**src/rtl/router_port_ingress.sv**
```systemverilog
// router_port_ingress
//   Receive side of one router link. Flits arriving from the upstream router
//   are sorted into one FIFO per virtual channel (VC index = low flit bits).
//   Returning credits go into one credit FIFO. The local router drains both
//   through valid/ack handshakes. The link has no backpressure, so an
//   overflow or a bad VC index drops the item and raises a sticky error.
//
// Ports
//   clock, reset        system clock, async active-high reset
//   enable              gates all router-side reads (acks ignored when low)
//   link_flit[_valid]   flit from upstream, written regardless of enable
//   link_credit[_valid] credit from downstream, written regardless of enable
//   flit_out[v]         head flit of VC v (0 when empty)
//   flit_out_valid[v]   VC v non-empty
//   flit_ack[v]         router consumed head of VC v
//   credit_out[_valid]  head of credit FIFO (0 when empty)
//   credit_ack          router consumed head credit
//   vc_occupancy[v]     entry count of VC v
//   is_quiescent        every FIFO empty
//   error               sticky overflow / bad-VC flag

`ifndef FLIT_WIDTH
`define FLIT_WIDTH 16
`endif
`ifndef CREDIT_WIDTH
`define CREDIT_WIDTH 8
`endif

// Single-write-port FIFO with asynchronous head read and no bypass.
module router_port_fifo #(
  parameter int W     = 8,
  parameter int LOG_D = 4
) (
  input  logic             clock,
  input  logic             reset,
  input  logic             wr_en,
  input  logic [W-1:0]     wr_data,
  input  logic             rd_en,
  output logic [W-1:0]     rd_data,
  output logic             valid,
  output logic [LOG_D:0]   count,
  output logic             overflow
);
  localparam int DEPTH = 1 << LOG_D;

  logic [W-1:0]     mem [DEPTH];
  logic [LOG_D-1:0] rd_ptr, wr_ptr;
  logic             full, rd, wr;

  // count never exceeds DEPTH, so its MSB alone means full
  assign valid    = |count;
  assign full     = count[LOG_D];
  assign rd       = rd_en & valid;
  // a same-cycle read frees the slot, so a write into a full FIFO is legal
  assign wr       = wr_en & (~full | rd);
  assign overflow = wr_en & full & ~rd;
  assign rd_data  = valid ? mem[rd_ptr] : '0;

  always_ff @(posedge clock)
    if (wr) mem[wr_ptr] <= wr_data;

  always_ff @(posedge clock or posedge reset) begin
    if (reset) begin
      rd_ptr <= '0;
      wr_ptr <= '0;
      count  <= '0;
    end else begin
      if (wr) wr_ptr <= wr_ptr + LOG_D'(1);
      if (rd) rd_ptr <= rd_ptr + LOG_D'(1);
      if (wr && !rd)      count <= count + (LOG_D+1)'(1);
      else if (rd && !wr) count <= count - (LOG_D+1)'(1);
    end
  end
endmodule

module router_port_ingress #(
  parameter int NVCS     = 2,
  parameter int LOG_DEP  = 4,
  parameter int LOG_CDEP = 3
) (
  input  logic                                clock,
  input  logic                                reset,
  input  logic                                enable,
  input  logic [`FLIT_WIDTH-1:0]              link_flit,
  input  logic                                link_flit_valid,
  input  logic [`CREDIT_WIDTH-1:0]            link_credit,
  input  logic                                link_credit_valid,
  output logic [NVCS-1:0][`FLIT_WIDTH-1:0]    flit_out,
  output logic [NVCS-1:0]                     flit_out_valid,
  input  logic [NVCS-1:0]                     flit_ack,
  output logic [`CREDIT_WIDTH-1:0]            credit_out,
  output logic                                credit_out_valid,
  input  logic                                credit_ack,
  output logic [NVCS-1:0][LOG_DEP:0]          vc_occupancy,
  output logic                                is_quiescent,
  output logic                                error
);
  localparam int LOG_NVCS = (NVCS > 1) ? $clog2(NVCS) : 1;

  logic [LOG_NVCS-1:0] vc_idx;
  logic [NVCS-1:0]     vc_ovf;
  logic                cr_ovf, bad_vc;
  logic [LOG_CDEP:0]   cr_count;

  assign vc_idx = link_flit[LOG_NVCS-1:0];

  // indices past NVCS only exist when NVCS is not a power of two
  generate
    if ((1 << LOG_NVCS) != NVCS) begin : g_badvc
      assign bad_vc = link_flit_valid && (int'(vc_idx) >= NVCS);
    end else begin : g_nobadvc
      assign bad_vc = 1'b0;
    end
  endgenerate

  for (genvar v = 0; v < NVCS; v++) begin : g_vc
    router_port_fifo #(.W(`FLIT_WIDTH), .LOG_D(LOG_DEP)) u_fifo (
      .clock    (clock),
      .reset    (reset),
      .wr_en    (link_flit_valid && (vc_idx == LOG_NVCS'(v))),
      .wr_data  (link_flit),
      .rd_en    (enable & flit_ack[v]),
      .rd_data  (flit_out[v]),
      .valid    (flit_out_valid[v]),
      .count    (vc_occupancy[v]),
      .overflow (vc_ovf[v])
    );
  end

  router_port_fifo #(.W(`CREDIT_WIDTH), .LOG_D(LOG_CDEP)) u_credit (
    .clock    (clock),
    .reset    (reset),
    .wr_en    (link_credit_valid),
    .wr_data  (link_credit),
    .rd_en    (enable & credit_ack),
    .rd_data  (credit_out),
    .valid    (credit_out_valid),
    .count    (cr_count),
    .overflow (cr_ovf)
  );

  // valid flags derive from registered counts only
  assign is_quiescent = ~(|flit_out_valid) & ~credit_out_valid;

  always_ff @(posedge clock or posedge reset) begin
    if (reset) error <= 1'b0;
    else if (bad_vc || (|vc_ovf) || cr_ovf) error <= 1'b1;
  end
endmodule

```
**config.mk**
```make
export PLATFORM = sky130hd
export DESIGN_NAME = router_port_ingress
export DESIGN_NICKNAME = d
export VERILOG_FILES = /design/src/rtl/router_port_ingress.sv
export SDC_FILE = /design/constraint.sdc
export NUM_CORES = 1
export LEC_CHECK = 0
export ABC_AREA = 1
export BUFFER_PORTS_ARGS = -buffer_cell sky130_fd_sc_hd__buf_2
export CAP_MARGIN = 20
export CORE_UTILIZATION = 55
export DETAILED_ROUTE_END_ITERATION = 8
export PLACE_DENSITY = 0.69
export SYNTH_ARGS = -nofsm -noshare
export SYNTH_HDL_FRONTEND = slang
export SYNTH_SLANG_ARGS = --single-unit
```
**constraint.sdc**
```tcl
create_clock -name clock -period 6.12 [get_ports clock]
set_clock_uncertainty 0.1 [all_clocks]
set_input_delay 1.53 -clock clock [delete_from_list [all_inputs] [get_ports clock]]
set_output_delay 1.53 -clock clock [all_outputs]
set_load 0.01 [all_outputs]
```
==> run_results.csv <==
group,metric,value,unit
grt,globalRouteOverflowTotal,0,
floorplan,dieArea,47000,um^2
sta,maxSlewViolCount,0,
routing,wl_met2,28100,um
worst_setup_path,critPathMaxStageDelay,0.82,ns
synthesis,synth_top_area_share,68.1,%
run_status,status,"finished, final reports clean",
finish,area_delta_synth_final,11.3,%
synthesis,syn_inst,2172,
sta,grt_setup_unrepaired,"no",
synthesis,yosysTopAreaCell,"edfxtp_1",
worst_setup_path,r2r_start,"g_vc[1].u_fifo.count[1]",
clock_network,path_clk_slew,0.06,ns
routing,drt_pass1_iterations,5,
worst_setup_path,path_class,"reg -> out",
placement,numPortBuffers,86,
power_and_ir_drop,ir_drop,0.000339,V
clock_network,root_buffer,"clkbuf_16",
synthesis,synthMostInstantiatedCell,"nand2_1",
worst_setup_path,r2r_cells,12,
worst_hold_path,hold_start,"error",
sta,fmax,0.191,GHz
synthesis,synth-seq-cells,613,
floorplan,die_height,217,um
synthesis,yosys-top-cells-count,"nand2_1, edfxtp_1, nand3_1",
floorplan,die_w,217,um
power_and_ir_drop,power.density,472,nW/um^2
finish,drive_gt1_share,10.8,%
worst_setup_path,critPathLaunchType,"flop",
worst_setup_path,ff2ff_setup_slack,3.07,ns
routing,drc,0,
routing,initialDrtViolationCount,1687,
floorplan,fp.coreArea,45500,um^2
grt,grt_antenna_before_repair,1,
worst_setup_path,path_max_fanout,57,
synthesis,synthArstFlopShare,6.04,%
finish,fin_nets,2311,
worst_setup_path,path_delay_family,"buffers and inverters",
worst_setup_path,path_cells,"clkinv_2 -> buf_4 -> nand2_1 -> nand3_1 -> nand3_1 -> nand2_1 -> nand2_1 -> a21oi_1 -> buf_2",
clock_network,cts_tree,"done",
routing,drt-vias-per-instance,5.70,
worst_setup_path,rr_endpoint,"g_vc[1].u_fifo.count[4]",
worst_setup_path,slowest_stage,"clkinv_2",
clock_network,clock_latency,0.61,ns
clock_network,cts_max_level,2,
finish,antennaDiodeCount,0,
sta,setup_violations,0,
clock_network,cts_max_path_buffers,3,
worst_setup_path,required,4.49,ns
placement,gp_congestion,0.843,
synthesis,seq_area_frac_synth,71.8,%
worst_setup_path,crit_top_cell,"nand2_1",
sta,worstMarginPinSlew,1.00,ns
flow_run,maxCapViolations,0,
synthesis,synth_nets,2230,
clock_network,ctsHoldBuffers,0,
synthesis,synth_edf_count,576,
worst_setup_path,critPathCaptureType,"primary output",
sta,tns,0,ns
sta,post-route-period-util,85.5,%
power_and_ir_drop,p_leak,10.6,nW
placement,place_area,26300,um^2
grt,grt_pass1_wl,91100,um
finish,stdcell_area,28300,um^2
routing,wl_met3,4430,um
synthesis,synth_area,25400,um^2
floorplan,row_count,78,
worst_hold_path,whs_endpoint,"error",
synthesis,synth_ff_type,"edfxtp_1",
synthesis,synth_cell_types,33,
grt,grt.total_usage,25.6,%
routing,wl,59400,um
sta,slew_headroom,33.1,%
worst_setup_path,critPathBufInv,3,
clock_network,cts_setup_buffers,0,
routing,antenna_left,0,
sta,finalHoldViolations,0,
synthesis,synth_area_leaders,"edfxtp_1, nand2_1, nand3_1",
worst_hold_path,hold_depth,2,
clock_network,cts_resized,0,
worst_setup_path,arrival,3.60,ns
worst_hold_path,holdCritPathClass,"reg -> reg",
sta,period_minus_slack,5.23,ns
worst_setup_path,worst-path-stages,9,
synthesis,avgSynthCellArea,11.7,um^2
synthesis,synth_warnings,0,
grt,grt_start_max_net_pins,89,
grt,grt_pass1_vias,15800,
placement,hpwl,34100,um
floorplan,boundaryPins,87,
routing,num_vias,16500,
routing,top_layer,"met4",
routing,met1_length,25400,um
clock_network,cts_buffers,59,
floorplan,initial_core_util,55.8,%
routing,post_drt_wl_per_cell,20.5,um
clock_network,cts.sinks,613,
[where the power goes]
part,leakage (nW),internal [mW],switching (mW)
sequential,5.63,4.89,0.310
combinational,4.01,1.41,3.16
clock,0.940,2.05,1.51
[worst register-to-register path: stages (launching register included)]
cell	delay (ns)
dfrtp_1	0.45
nor2_1	0.14
nand3_1	0.40
nand3_1	0.53
ha_1	0.28
inv_1	0.12
fa_1	0.40
nand2_1	0.09
nand2_1	0.05
a21oi_1	0.16
xor2_1	0.15
nand2_1	0.06
nand2_1	0.06
[metrics by stage]
stage | hold WS (ns) | utilization (%) | std cells | setup WS (ns) | total power [mW]
2_1_floorplan | 0.377 | - | 2172 | 2.47 | 8.37
3_3_place_gp | 0.369 | 57.9 | 2791 | 1.61 | 9.70
3_5_place_dp | 0.385 | 57.9 | 2791 | 1.55 | 9.81
4_1_cts | 0.409 | 62.1 | 2902 | 0.897 | 13.4
5_1_grt | 0.448 | 62.1 | 2903 | 0.671 | 14.0
6_report | 0.407 | 62.1 | 2903 | 0.887 | 13.3
[how the worst max path moves through the flow]
stage	from	endpoint	slack, ns
global route	g_vc[1].u_fifo.rd_ptr[0]	flit_out[26]	0.67
finish	g_vc[1].u_fifo.rd_ptr[0]	flit_out[26]	0.89
floorplan	flit_ack[1]	g_vc[1].u_fifo.mem[11][0]	2.47
detailed placement	g_vc[1].u_fifo.rd_ptr[0]	flit_out[27]	1.55
CTS	g_vc[1].u_fifo.rd_ptr[0]	flit_out[27]	0.90
global placement	g_vc[1].u_fifo.rd_ptr[0]	flit_out[22]	1.61
[state kept, by name (all words and copies together) (netlist names)]
| name | flops |
|---|---|
| u_credit.rd_ptr | 3 |
| u_credit.count | 4 |
| u_credit.mem | 64 |
| g_vc.u_fifo.mem | 512 |
| error | 1 |
| u_credit.wr_ptr | 3 |
| g_vc.u_fifo.wr_ptr | 8 |
| g_vc.u_fifo.count | 10 |
| g_vc.u_fifo.rd_ptr | 8 |
[cell type report]
type / count / area, um^2
flip-flops and latches: 613 / 18200
fillers: 3563 / 17200
multi-input cells: 1393 / 6350
clock buffers: 79 / 1650
repair buffers: 140 / 848
well taps: 600 / 751
clock inverters: 32 / 249
inverters: 46 / 175
[placed cells by master, fill, tap and decap left out, types with 2 or more instances in the layout]
cell and count:
a21oi_1 39, buf_2 86, buf_4 52, bufinv_16 4, clkbuf_1 12, clkbuf_16 61
clkbuf_8 6, clkinv_1 17, clkinv_2 13, clkinv_4 2, dfrtp_1 33, dfrtp_2 2
dfrtp_4 2, edfxtp_1 576, fa_1 3, ha_1 23, inv_1 38, inv_2 4
nand2_1 719, nand2_2 6, nand3_1 397, nand4_1 3, nor2_1 104, nor3_1 5
nor3_2 2, o211ai_1 8, o21ai_0 43, o22ai_1 9, xnor2_1 7, xor2_1 16
[metal layers]
| layer | vias up | track usage [%] |
|---|---|---|
| li1 | 7723 | - |
| met1 | 8057 | 37.0 |
| met2 | 658 | 40.8 |
| met3 | 96 | 3.59 |
| met4 | 0 | 7.93 |
| met5 | - | 0 |
[cell families after synthesis]
family | count (synthesis) | share of synthesized area [%]
compound gates | 102 | 2.19
xor+xnor | 23 | 0.793
fa+ha+maj | 26 | 1.37
buf+inv | 166 | 3.26
flops | 613 | 71.8
mux | 1 | 0.0443
simple gates | 1241 | 20.6
Note: power is estimated with default switching activity, not from simulation.
